--- src/rtl/fifo_rd_fwft_if.sv ---
// Read-side stream bundle: FIFO strobe side (rempty/rinc/mem_rdata) and
// first-word-fall-through sink side (dout/dout_valid/dout_ready/level).
interface fifo_rd_fwft_if #(
  parameter int DSIZE = 8
);
  logic             rempty;
  logic             rinc;
  logic [DSIZE-1:0] mem_rdata;
  logic [DSIZE-1:0] dout;
  logic             dout_valid;
  logic             dout_ready;
  logic [1:0]       level;

  modport master (
    input  rempty, mem_rdata, dout_ready,
    output rinc, dout, dout_valid, level
  );

  modport slave (
    output rempty, mem_rdata, dout_ready,
    input  rinc, dout, dout_valid, level
  );
endinterface

--- src/rtl/fifo_rd_fwft.sv ---
// First-word-fall-through output stage for the async FIFO read domain, with a
// small prefetch buffer. Optional pop counter enabled by FIFO_RD_FWFT_CNT_EN.
module fifo_rd_fwft #(
  parameter int DSIZE   = 8,
  parameter int MEM_LAT = 0
) (
  input  logic          rclk,
  input  logic          rrst_n,
`ifdef FIFO_RD_FWFT_CNT_EN
  input  logic          cnt_clr,
  output logic [15:0]   pop_cnt,
`endif
  fifo_rd_fwft_if.master bus
);

  localparam int BUF_DEPTH = MEM_LAT + 2;
  localparam int IW        = $clog2(BUF_DEPTH);

  generate
    if (MEM_LAT != 0 && MEM_LAT != 1) begin : g_bad_mem_lat
      $error("fifo_rd_fwft: MEM_LAT must be 0 or 1");
    end
  endgenerate

  logic [DSIZE-1:0] buf_q [BUF_DEPTH];
  logic [DSIZE-1:0] buf_d [BUF_DEPTH];
  logic [1:0]       count_q, count_d;
  logic [IW-1:0]    wr_idx_q, wr_idx_d;
  logic [IW-1:0]    rd_idx_q, rd_idx_d;
  logic             inflight_q, inflight_d;
  logic             issue, push, pop;

  function automatic logic [IW-1:0] idx_inc(input logic [IW-1:0] idx);
    return (idx == IW'(BUF_DEPTH - 1)) ? '0 : idx + 1'b1;
  endfunction

  // A slot is reserved for every word already in flight, so the buffer never overflows.
  always_comb begin
    bus.rinc = rrst_n & ~bus.rempty &
               (({1'b0, count_q} + {2'b00, inflight_q}) < 3'(BUF_DEPTH));
  end

  assign issue          = bus.rinc & ~bus.rempty;
  assign pop            = bus.dout_valid & bus.dout_ready;
  assign bus.dout_valid = (count_q != 2'd0);
  assign bus.dout       = buf_q[rd_idx_q];
  assign bus.level      = count_q;

  always_comb begin
    buf_d      = buf_q;
    wr_idx_d   = wr_idx_q;
    rd_idx_d   = rd_idx_q;
    count_d    = count_q;
    push       = 1'b0;
    inflight_d = 1'b0;

    // Registered memory returns data one edge after the issue edge.
    if (MEM_LAT == 0) begin
      push = issue;
    end else begin
      push       = inflight_q;
      inflight_d = issue;
    end

    if (push) begin
      buf_d[wr_idx_q] = bus.mem_rdata;
      wr_idx_d        = idx_inc(wr_idx_q);
    end
    if (pop) begin
      rd_idx_d = idx_inc(rd_idx_q);
    end

    case ({push, pop})
      2'b10:   count_d = count_q + 2'd1;
      2'b01:   count_d = count_q - 2'd1;
      default: count_d = count_q;
    endcase
  end

  always_ff @(posedge rclk or negedge rrst_n) begin
    if (!rrst_n) begin
      for (int i = 0; i < BUF_DEPTH; i++) buf_q[i] <= '0;
      count_q    <= 2'd0;
      wr_idx_q   <= '0;
      rd_idx_q   <= '0;
      inflight_q <= 1'b0;
    end else begin
      buf_q      <= buf_d;
      count_q    <= count_d;
      wr_idx_q   <= wr_idx_d;
      rd_idx_q   <= rd_idx_d;
      inflight_q <= inflight_d;
    end
  end

`ifdef FIFO_RD_FWFT_CNT_EN
  logic [15:0] pop_cnt_q, pop_cnt_d;

  // Clear takes priority over a coincident pop; the count saturates.
  always_comb begin
    pop_cnt_d = pop_cnt_q;
    if (cnt_clr) begin
      pop_cnt_d = 16'd0;
    end else if (pop && (pop_cnt_q != 16'hFFFF)) begin
      pop_cnt_d = pop_cnt_q + 16'd1;
    end
  end

  always_ff @(posedge rclk or negedge rrst_n) begin
    if (!rrst_n) begin
      pop_cnt_q <= 16'd0;
    end else begin
      pop_cnt_q <= pop_cnt_d;
    end
  end

  assign pop_cnt = pop_cnt_q;
`endif

endmodule

--- src/flat_wrapper.sv ---
// flat-port wrapper written by rule: the top's interface ports become plain ports
module fifo_rd_fwft_flat 
#(
  parameter int DSIZE   = 8,
  parameter int MEM_LAT = 0
)
  (rclk, rrst_n, bus_rempty, bus_mem_rdata, bus_dout_ready, bus_rinc, bus_dout, bus_dout_valid, bus_level);
  fifo_rd_fwft_if #(.DSIZE(DSIZE)) bus_i ();
  input  logic rclk;
  input  logic rrst_n;
  input wire logic [$bits(bus_i.rempty)-1:0] bus_rempty;
  input wire logic [$bits(bus_i.mem_rdata)-1:0] bus_mem_rdata;
  input wire logic [$bits(bus_i.dout_ready)-1:0] bus_dout_ready;
  output wire logic [$bits(bus_i.rinc)-1:0] bus_rinc;
  output wire logic [$bits(bus_i.dout)-1:0] bus_dout;
  output wire logic [$bits(bus_i.dout_valid)-1:0] bus_dout_valid;
  output wire logic [$bits(bus_i.level)-1:0] bus_level;
  assign bus_i.rempty = bus_rempty;
  assign bus_i.mem_rdata = bus_mem_rdata;
  assign bus_i.dout_ready = bus_dout_ready;
  assign bus_rinc = bus_i.rinc;
  assign bus_dout = bus_i.dout;
  assign bus_dout_valid = bus_i.dout_valid;
  assign bus_level = bus_i.level;
  fifo_rd_fwft #(.DSIZE(DSIZE), .MEM_LAT(MEM_LAT)) u_core (.rclk(rclk), .rrst_n(rrst_n), .bus(bus_i));
endmodule
--- config.mk ---
export PLATFORM = sky130hd
export DESIGN_NAME = fifo_rd_fwft_flat
export DESIGN_NICKNAME = d
export VERILOG_FILES = /design/src/rtl/fifo_rd_fwft_if.sv /design/src/rtl/fifo_rd_fwft.sv /design/src/flat_wrapper.sv
export SDC_FILE = /design/constraint.sdc
export NUM_CORES = 1
export LEC_CHECK = 0
export ABC_AREA = 1
export CORE_MARGIN = 8
export CORE_UTILIZATION = 48
export CTS_CLUSTER_DIAMETER = 50
export CTS_CLUSTER_SIZE = 25
export DETAILED_ROUTE_END_ITERATION = 6
export GPL_TIMING_DRIVEN = 1
export PLACE_DENSITY = 0.77
export SLEW_MARGIN = 0
export SYNTH_ARGS = -nofsm -noshare
export SYNTH_HDL_FRONTEND = slang
export SYNTH_SLANG_ARGS = --single-unit
--- constraint.sdc ---
create_clock -name rclk -period 1.89 [get_ports rclk]
set_clock_uncertainty 0.2 [all_clocks]
set_input_delay 0.2835 -clock rclk [delete_from_list [all_inputs] [get_ports rclk]]
set_output_delay 0.2835 -clock rclk [all_outputs]
set_load 0.03 [all_outputs]
# Word level (Yosys, flattened, before mapping)
# Cells that the tools add are included.
# Widths: inputs -> output; s select.
classes:
  addsub: 4
  mul: 0
  div_mod_pow: 0
  order_cmp: 4
  eq_ne: 2
  n_shift: 0
  muxes: 9
  bitwise: 7
  reduce_logical: 3
ops:
  columns: ["op", "n"]
  rows:
  - ["$mux 8", 4]
  - ["$bwmux 16", 1]
  - ["$demux 8 s1", 1]
  - ["$and 1x1->1", 4]
  - ["$ge 2x2->1 const B", 2]
  - ["$not 1->2", 2]
  - ["$pmux 2 s2", 1]
  - ["$reduce_bool 2->1", 2]
  - ["$add 1x1->1 const B", 2]
  - ["$add 2x1->2 const B", 1]
  - ["$eq 2x1->1 const B", 1]
  - ["$eq 2x2->1 const B", 1]
  - ["$lt 2x1->1 const B", 1]
  - ["$lt 2x2->1 const B", 1]
  - ["$mux 1", 2]
  - ["$sub 2x1->2 const B", 1]
  - ["$logic_and 1x1->1", 1]
  - ["$not 1->1", 1]
totals:
  reg_bits: 20
  latchBits: 0
  ramBits: 0
  rom_bits: 0
  in_bits: 12
  out_inout_bits: 12
  word_cells: 34
  n_memories: 0

# Depth between registers and ports, before layout
# Gate-level depths: netlist of run 1.
logic_depth:
  ltp_word: 6
  mapped_depth: 10
  ltp_nobuf: 10

# Worst setup path before layout of run 1
# No wires, ideal clock.
synth_timing:
  path_type: "flip-flop to flip-flop"
  from: "register u_core.count_q[1] (netlist: u_core.bus.level[1])"
  to: "register u_core.count_q[1] (netlist: u_core.bus.level[1])"
  setup_ns: 0.118
  arrival_ns: 1.569
  required_time_ns: 1.572
  slack_ns: 0.003
  path_stages_with_launch: 10
  path_buffers: 0
  synth_period_minus_slack_ns: 1.887
  cell_sequence: "dfrtp_1 -> inv_2 -> nand2_1 -> nand2_1 -> inv_1 -> ha_1 -> inv_1 -> nand3_1 -> nand2_1 -> nand2_1"
synth_between:
  elab_cells_between_ends: 11
  classes_between: "add/sub: 2; order compare: 1; eq/ne: 2; mux: 1; bitwise: 3; reduce/logical: 2"
synth_rtl:
  columns: ["item", "line", "rtl"]
  rows:
  - ["start: declaration", "fifo_rd_fwft.sv:27", "logic [1:0] count_q, count_d;"]
  - ["start signal: assignment", "fifo_rd_fwft.sv:89", "count_q <= count_d;"]
  - ["$reduce_bool 2->1 (*)", "fifo_rd_fwft.sv:45", "assign bus.dout_valid = (count_q != 2'd0);"]
  - ["named net bus_dout_valid", "flat_wrapper.sv:16", "output wire logic [$bits(bus_i.dout_valid)-1:0] bus_dout_valid;"]
  - ["$and 1x1->1 (*)", "fifo_rd_fwft.sv:44", "assign pop = bus.dout_valid & bus.dout_ready;"]
  - ["named net u_core.pop", "fifo_rd_fwft.sv:31", "logic issue, push, pop;"]
  - ["$eq 2x1->1 or $eq 2x2->1 (tied branches)", "fifo_rd_fwft.sv:73", "case ({push, pop})"]
  - ["$pmux 2 s2 or $reduce_bool 2->1 (tied branches)", null, null]
# The timed path passes the listed nets; every way through them passes the cells marked *.
# A chain may end at the register's enable or synchronous reset.

# Final worst setup path of run 1
layout_timing:
  from: "input bus_rempty"
  to: "output bus_rinc"
layout_between:
  elab_chain_cells: 3
layout_lines:
  columns: ["item", "line", "rtl"]
  rows:
  - ["start: declaration", "flat_wrapper.sv:11", "input wire logic [$bits(bus_i.rempty)-1:0] bus_rempty;"]
  - ["$not 1->1", "fifo_rd_fwft.sv:39", "bus.rinc = rrst_n & ~bus.rempty &"]
  - ["$and 1x1->1 (2 in a row)", "fifo_rd_fwft.sv:39", null]
  - ["end: declaration", "flat_wrapper.sv:14", "output wire logic [$bits(bus_i.rinc)-1:0] bus_rinc;"]
# Every way passes these cells.

==> results of run 1 <==
area by class of cell:
| type | instances | area [µm²] |
|---|---|---|
| clock buffers | 3 | 22.52 |
| fillers | 203 | 799.5 |
| inverters | 9 | 48.80 |
| multi-input cells | 91 | 442.9 |
| flip-flops and latches | 20 | 500.5 |
| well taps | 28 | 35.03 |
| repair buffers | 32 | 299.0 |
kinds of logic after synthesis:
group / count (synthesis) / share of synthesized area, %
xor gates and xnor gates: 1 / 0.8345
adders and majority gates: 1 / 1.192
buffers and inverters: 14 / 10.13
DFF: 20 / 47.68
and+or+nand+nor: 89 / 40.17
report_power, final:
| part | switching [mW] | internal, mW |
|---|---|---|
| Clock | 0.132 | 0.0743 |
| Combinational | 0.855 | 0.508 |
| Sequential | 0.159 | 0.638 |
| Total | 1.15 | 1.22 |
worst paths after layout:
kind | end | start
max | bus_rinc | bus_rempty
min | u_core.buf_q[10]$_DFFE_PN0P_ | u_core.buf_q[10]$_DFFE_PN0P_
max reg2reg | u_core.bus.level[1]$_DFFE_PN0P_ | u_core.bus.level[1]$_DFFE_PN0P_
min reg2reg | u_core.buf_q[10]$_DFFE_PN0P_ | u_core.buf_q[10]$_DFFE_PN0P_
max in group asynchronous | u_core.bus.level[0]$_DFFE_PN0P_ | rrst_n
min in group asynchronous | u_core.buf_q[2]$_DFFE_PN0P_ | rrst_n
critical path, stage by stage:
cell and delay, ns:
clkdlybuf4s50_1 0.50, nor2_8 0.14, nand2_1 0.07, buf_4 0.14, inv_1 0.06, buf_6 0.13
registers in the layout, indices dropped and copies added, names as in the netlist:
signal	count
u_core.buf_q	16
u_core.bus.level	2
u_core.rd_idx_q	1
u_core.wr_idx_q	1
cells in the final DEF, fill, tap and decap left out, drive strengths merged, types with 2 or more instances in the layout:
master and n:
dlygate4sd2 2, clkbuf 11, dlymetal6s2s 2, nand4 17, dfrtp 20, inv 7
clkdlybuf4s50 10, nand2 68, nand3 3, buf 8
per-layer routing:
metal | routed length, µm | vias up | track usage, %
li1 | - | 464 | -
met1 | 1114 | 468 | 15.60
met2 | 1252 | 31 | 20.70
met3 | 171 | 8 | 3.763
met4 | 58 | 0 | 5.413
met5 | 0 | - | 0
stage by stage:
step | cell area, µm² | setup TNS [ns]
2_1_floorplan | 1050 | 0
4_1_cts | 1315 | 0
3_3_place_gp | 1291 | 0
3_5_place_dp | 1291 | -0.02882
5_1_grt | 1349 | 0
6_report | 1349 | 0
what timing repair did:
item / in CTS / in global routing
gates cloned: 0 / 1
setup buffers: 0 / 2
hold buffers: 0 / 1
setup endpoints to repair: 11 / 10
resized for setup: 14 / 18
hold endpoints to repair: 0 / 20
==> flow_summary.json, run 1 <==
{
  "status": "finished clean",
  "start_kind": "input pin",
  "synthesis.area_mm2": 0.001050,
  "crit_path_end_kind": "output port",
  "reg2reg_slack_ns": 0.23,
  "hold_class": "reg -> reg",
  "r2r_cells": 9,
  "period_share_pct": 96.11,
  "drt-initial-drc-count": 66,
  "holdWs_ns": 0.2838,
  "io_pins": 24,
  "syn-num-nets": 138,
  "insertion_delay_ns": 0.29,
  "power_density_mw_per_mm2": 1754,
  "grt_pass1_wl_um": 4257,
  "path_clk_slew_ns": 0.11,
  "antenna_left": 0,
  "peakVddDrop_v": 0.001032,
  "async_flop_share_pct": 100.0,
  "start_util_pct": 48.86,
  "die_h_um": 62.77,
  "stdcell_count": 183,
  "leakage_nw": 0.7511,
  "wire_per_inst_um": 14.19,
  "ys_top_cells_by_count": "nand2_1, dfrtp_1, nand4_1",
  "syn-instance-count": 125,
  "dp_slack_ns": -0.02882,
  "required_ns": 1.41,
  "fin_util_pct": 62.78,
  "cts_root_buf": "clkbuf_4",
  "antenna_found_initial": 0,
  "grt_pass1_vias": 999,
  "drc": 0,
  "cts.htree.levels": 1,
  "finalMaxSlewViolations": 0,
  "core_area_mm2": 0.002148,
  "worstMarginPinSlew_ns": 0.4319,
  "gp_congestion": 0.7446,
  "die_area_mm2": 0.003939,
  "grtUsageTotal_pct": 12.86,
  "ys.flop_type": "dfrtp_1",
  "synth.most_common_cell": "nand2_1",
  "diodes": 0,
  "slew_headroom_pct": 71.20,
  "max-cap-violations": 0,
  "setup_viol": 0,
  "finish.net_count": 170,
  "syn_avg_cell_area_um2": 8.398,
  "cts_max_path_buffers": 2,
  "cp_max_fo": 2,
  "cts_buffers": 3,
  "criticalPathCategory": "in -> out",
  "p_total_mw": 2.365,
  "max_freq_mhz": 550.5,
  "cts_tree": "done",
  "hold_depth": 2,
  "syn_to_final_growth_pct": 28.49,
  "yosysSeqAreaShare_pct": 47.68,
  "num_vias": 971,
  "rsz0062_at_grt": "false",
  "core.rowCount": 17,
  "arrival_ns": 1.33,
  "hold_viol_final": 0,
  "dr.pass1.iters": 4,
  "fp.dieW_um": 62.77,
  "grt_overflow_total": 0,
  "via_per_inst": 5.306,
  "period_needed_ns": 1.817,
  "drive_gt1_share_pct": 16.77,
  "routed_wl_um": 2597,
  "ys_seq_elements": 20,
  "synth_cell_types": 16,
  "cts_sinks": 20,
  "dp_cells": 176,
  "synth_edf_count": 0,
  "synth_top_area_share_pct": 47.68,
  "synth_area_leaders": "dfrtp_1, nand2_1, nand4_1",
  "grt_max_degree": 21,
  "dp_hpwl_um": 1708,
  "synth_largest_area_cell": "dfrtp_1",
  "fin_ws_ns": 0.07346,
  "yosys_warnings": 0,
  "portBuffers": 23
}
(Power assumes the default switching activity.)
==> inputs of run 2 (changes only) <==
==> constraint.sdc (replaced) <==
create_clock -name rclk -period 1.8 [get_ports rclk]
set_clock_uncertainty 0.2 [all_clocks]
set_input_delay 0.27 -clock rclk [delete_from_list [all_inputs] [get_ports rclk]]
set_output_delay 0.27 -clock rclk [all_outputs]
set_load 0.03 [all_outputs]
==> run 2 against run 1 <==
Clock power is 79% higher. Largest cell class unchanged. Critical endpoint is now bus_dout[5]. Core utilization grew 3.2 points. Wire length is 0.81% lower. Flip-flop and latch count stayed put. First-iteration DRC count fell by 30%. Clock-buffer cell count stayed put. Sequential power increased by 2%.
==> flow_summary.json, run 2 (synthesized netlist as in run 1, its figures left out) <==
{
  "num_vias": 965,
  "period_share_pct": 96.52,
  "start_kind": "flop",
  "start_util_pct": 48.86,
  "insertion_delay_ns": 0.30,
  "cts_tree": "done",
  "period_needed_ns": 1.737,
  "hold_class": "reg -> reg",
  "cts_sinks": 20,
  "drc": 0,
  "cp_max_fo": 4,
  "seqPwrFrac_pct": 29.8,
  "grt_overflow_total": 0,
  "slowest_delay_ns": 0.37,
  "met1_usage_pct": 16.05,
  "postPlaceCellArea_mm2": 0.001316,
  "grt_pass1_vias": 1006,
  "leakage_nw": 0.7753,
  "gp_congestion": 0.7408,
  "cp_common_cell": "nand2_1",
  "syn_to_final_growth_pct": 35.04,
  "stdcell_count": 187,
  "antenna_found_initial": 0,
  "via_per_inst": 5.160,
  "setup_viol": 0,
  "portBuffers": 23,
  "met3_usage_pct": 4.122,
  "core_area_mm2": 0.002148,
  "finish.net_count": 173,
  "p_total_mw": 2.724,
  "hold_viol_final": 0,
  "grt_pass1_wl_um": 4409,
  "largest_reg_flops": 16,
  "layout_commonest_cell": "nand2_1",
  "fp.dieW_um": 62.77,
  "busiest_layer": "met2",
  "die_area_mm2": 0.003939,
  "holdWs_ns": 0.2847,
  "use_met2_pct": 21.99,
  "worstMarginPinSlew_ns": 0.3086,
  "crit_path_end_kind": "output port",
  "dr.pass1.iters": 4,
  "drt-initial-drc-count": 46,
  "n_fill_cell": 192,
  "routed_wl_um": 2576,
  "finalMaxSlewViolations": 0,
  "p_comb_share_pct": 56.6,
  "layout_common_cells": "nand2_1, dfrtp_1, nand4_1",
  "core.rowCount": 17,
  "swShare_pct": 44.57,
  "cts_buffers": 3,
  "dp_cells": 179,
  "required_ns": 1.33,
  "regArea_um2": 500.5,
  "arrival_ns": 1.27,
  "criticalPathCategory": "reg -> out",
  "diodes": 0,
  "max_freq_mhz": 575.6,
  "slew_headroom_pct": 79.51,
  "multiInputGateArea_um2": 452.9,
  "cts_max_path_buffers": 2,
  "dp_hpwl_um": 1713,
  "path_clk_slew_ns": 0.12,
  "io_pins": 24,
  "status": "finished clean",
  "power_switching_mw": 1.214,
  "pwr-share-clk_pct": 13.5,
  "wire_per_inst_um": 13.78,
  "antenna_left": 0,
  "cp_slowest_cell": "dfrtp_1",
  "cts.htree.levels": 1,
  "final_area_mm2": 0.001418,
  "grtUsageTotal_pct": 13.58,
  "drive_gt1_share_pct": 20.75,
  "regMostFlops": "u_core.buf_q",
  "power_density_mw_per_mm2": 1921,
  "cp_cell_sequence": "clkinv_1, buf_4, nand2_1, nand2_1, clkdlybuf4s15_2",
  "p_int_mw": 1.510,
  "die_h_um": 62.77,
  "cts_root_buf": "clkbuf_4",
  "grt_max_degree": 21,
  "peakVddDrop_v": 0.001390,
  "max-cap-violations": 0
}
[run 2: changes by cell type in the layout (fill, tap and decap cells not counted), moves of 2 or more]
| cell | delta |
|---|---|
| clkbuf_2 | -7 |
| buf_2 | +7 |
| nand2_1 | -2 |
| dlygate4sd2_1 | +2 |
| buf_4 | +2 |
| dlymetal6s2s_1 | -2 |
[run 2: worst paths after layout]
check | from | to | slack [ns] | cells past startpoint
min | u_core.buf_q[0]$_DFFE_PN0P_ | u_core.buf_q[0]$_DFFE_PN0P_ | 0.28 | 2
min in group asynchronous | rrst_n | u_core.buf_q[13]$_DFFE_PN0P_ | 0.47 | 3
max in group asynchronous | rrst_n | u_core.wr_idx_q$_DFFE_PN0N_ | 0.73 | 3
max | u_core.rd_idx_q$_DFFE_PN0P_ | bus_dout[5] | 0.06 | 5
min reg2reg | u_core.buf_q[0]$_DFFE_PN0P_ | u_core.buf_q[0]$_DFFE_PN0P_ | 0.28 | 2
max reg2reg | u_core.bus.level[1]$_DFFE_PN0P_ | u_core.bus.level[1]$_DFFE_PN0P_ | 0.21 | 9
[run 2: power groups by stage]
stage	combinational, mW	clock (mW)	sequential [mW]
5_1_grt	1.69	0.400	0.840
4_1_cts	1.62	0.374	0.809
2_1_floorplan	0.982	0	0.822
3_5_place_dp	1.51	0	0.819
3_3_place_gp	1.48	0	0.807
6_report	1.54	0.369	0.812
[run 2: layout make-up]
class | count | area share (%)
Inverter | 9 | 3.530
Tap cell | 28 | 2.471
Clock buffer | 3 | 1.589
Timing Repair Buffer | 35 | 23.04
Clock inverter | 1 | 2.118
Multi-Input combinational cell | 91 | 31.95
Sequential cell | 20 | 35.30
[run 2: per-layer routing]
metal / routed length, µm / up-vias
li1: - / 479
met1: 1091 / 450
met2: 1253 / 32
met3: 196 / 4
met4: 34 / 0
met5: 0 / -
[run 2: through the flow]
stage	setup TNS [ns]	util [%]	setup slack [ns]
global placement	-0.09073	61.27	-0.06790
detailed placement	-0.1970	61.27	-0.1095
floorplan	0	-	0.01653
global route	-0.003290	65.99	-0.003290
finish	0	65.99	0.06259
CTS	0	67.38	0.008662
[run 2: repair_timing]
item / CTS / global route
hold endpoints to repair: 20 / 0
pin swaps: 0 / 0
resized for setup: 32 / 19
gates cloned: 1 / 0
buffers inserted: 2 / 0
hold buffers: 1 / 0
endpoints found under the setup margin: 12 / 8
[run 2: worst max-delay path, delay by kind of cell, from the launching register on]
family        cells  cell delay (ns)
buf+inv           3             0.50
flops             1             0.37
simple gates      2             0.09
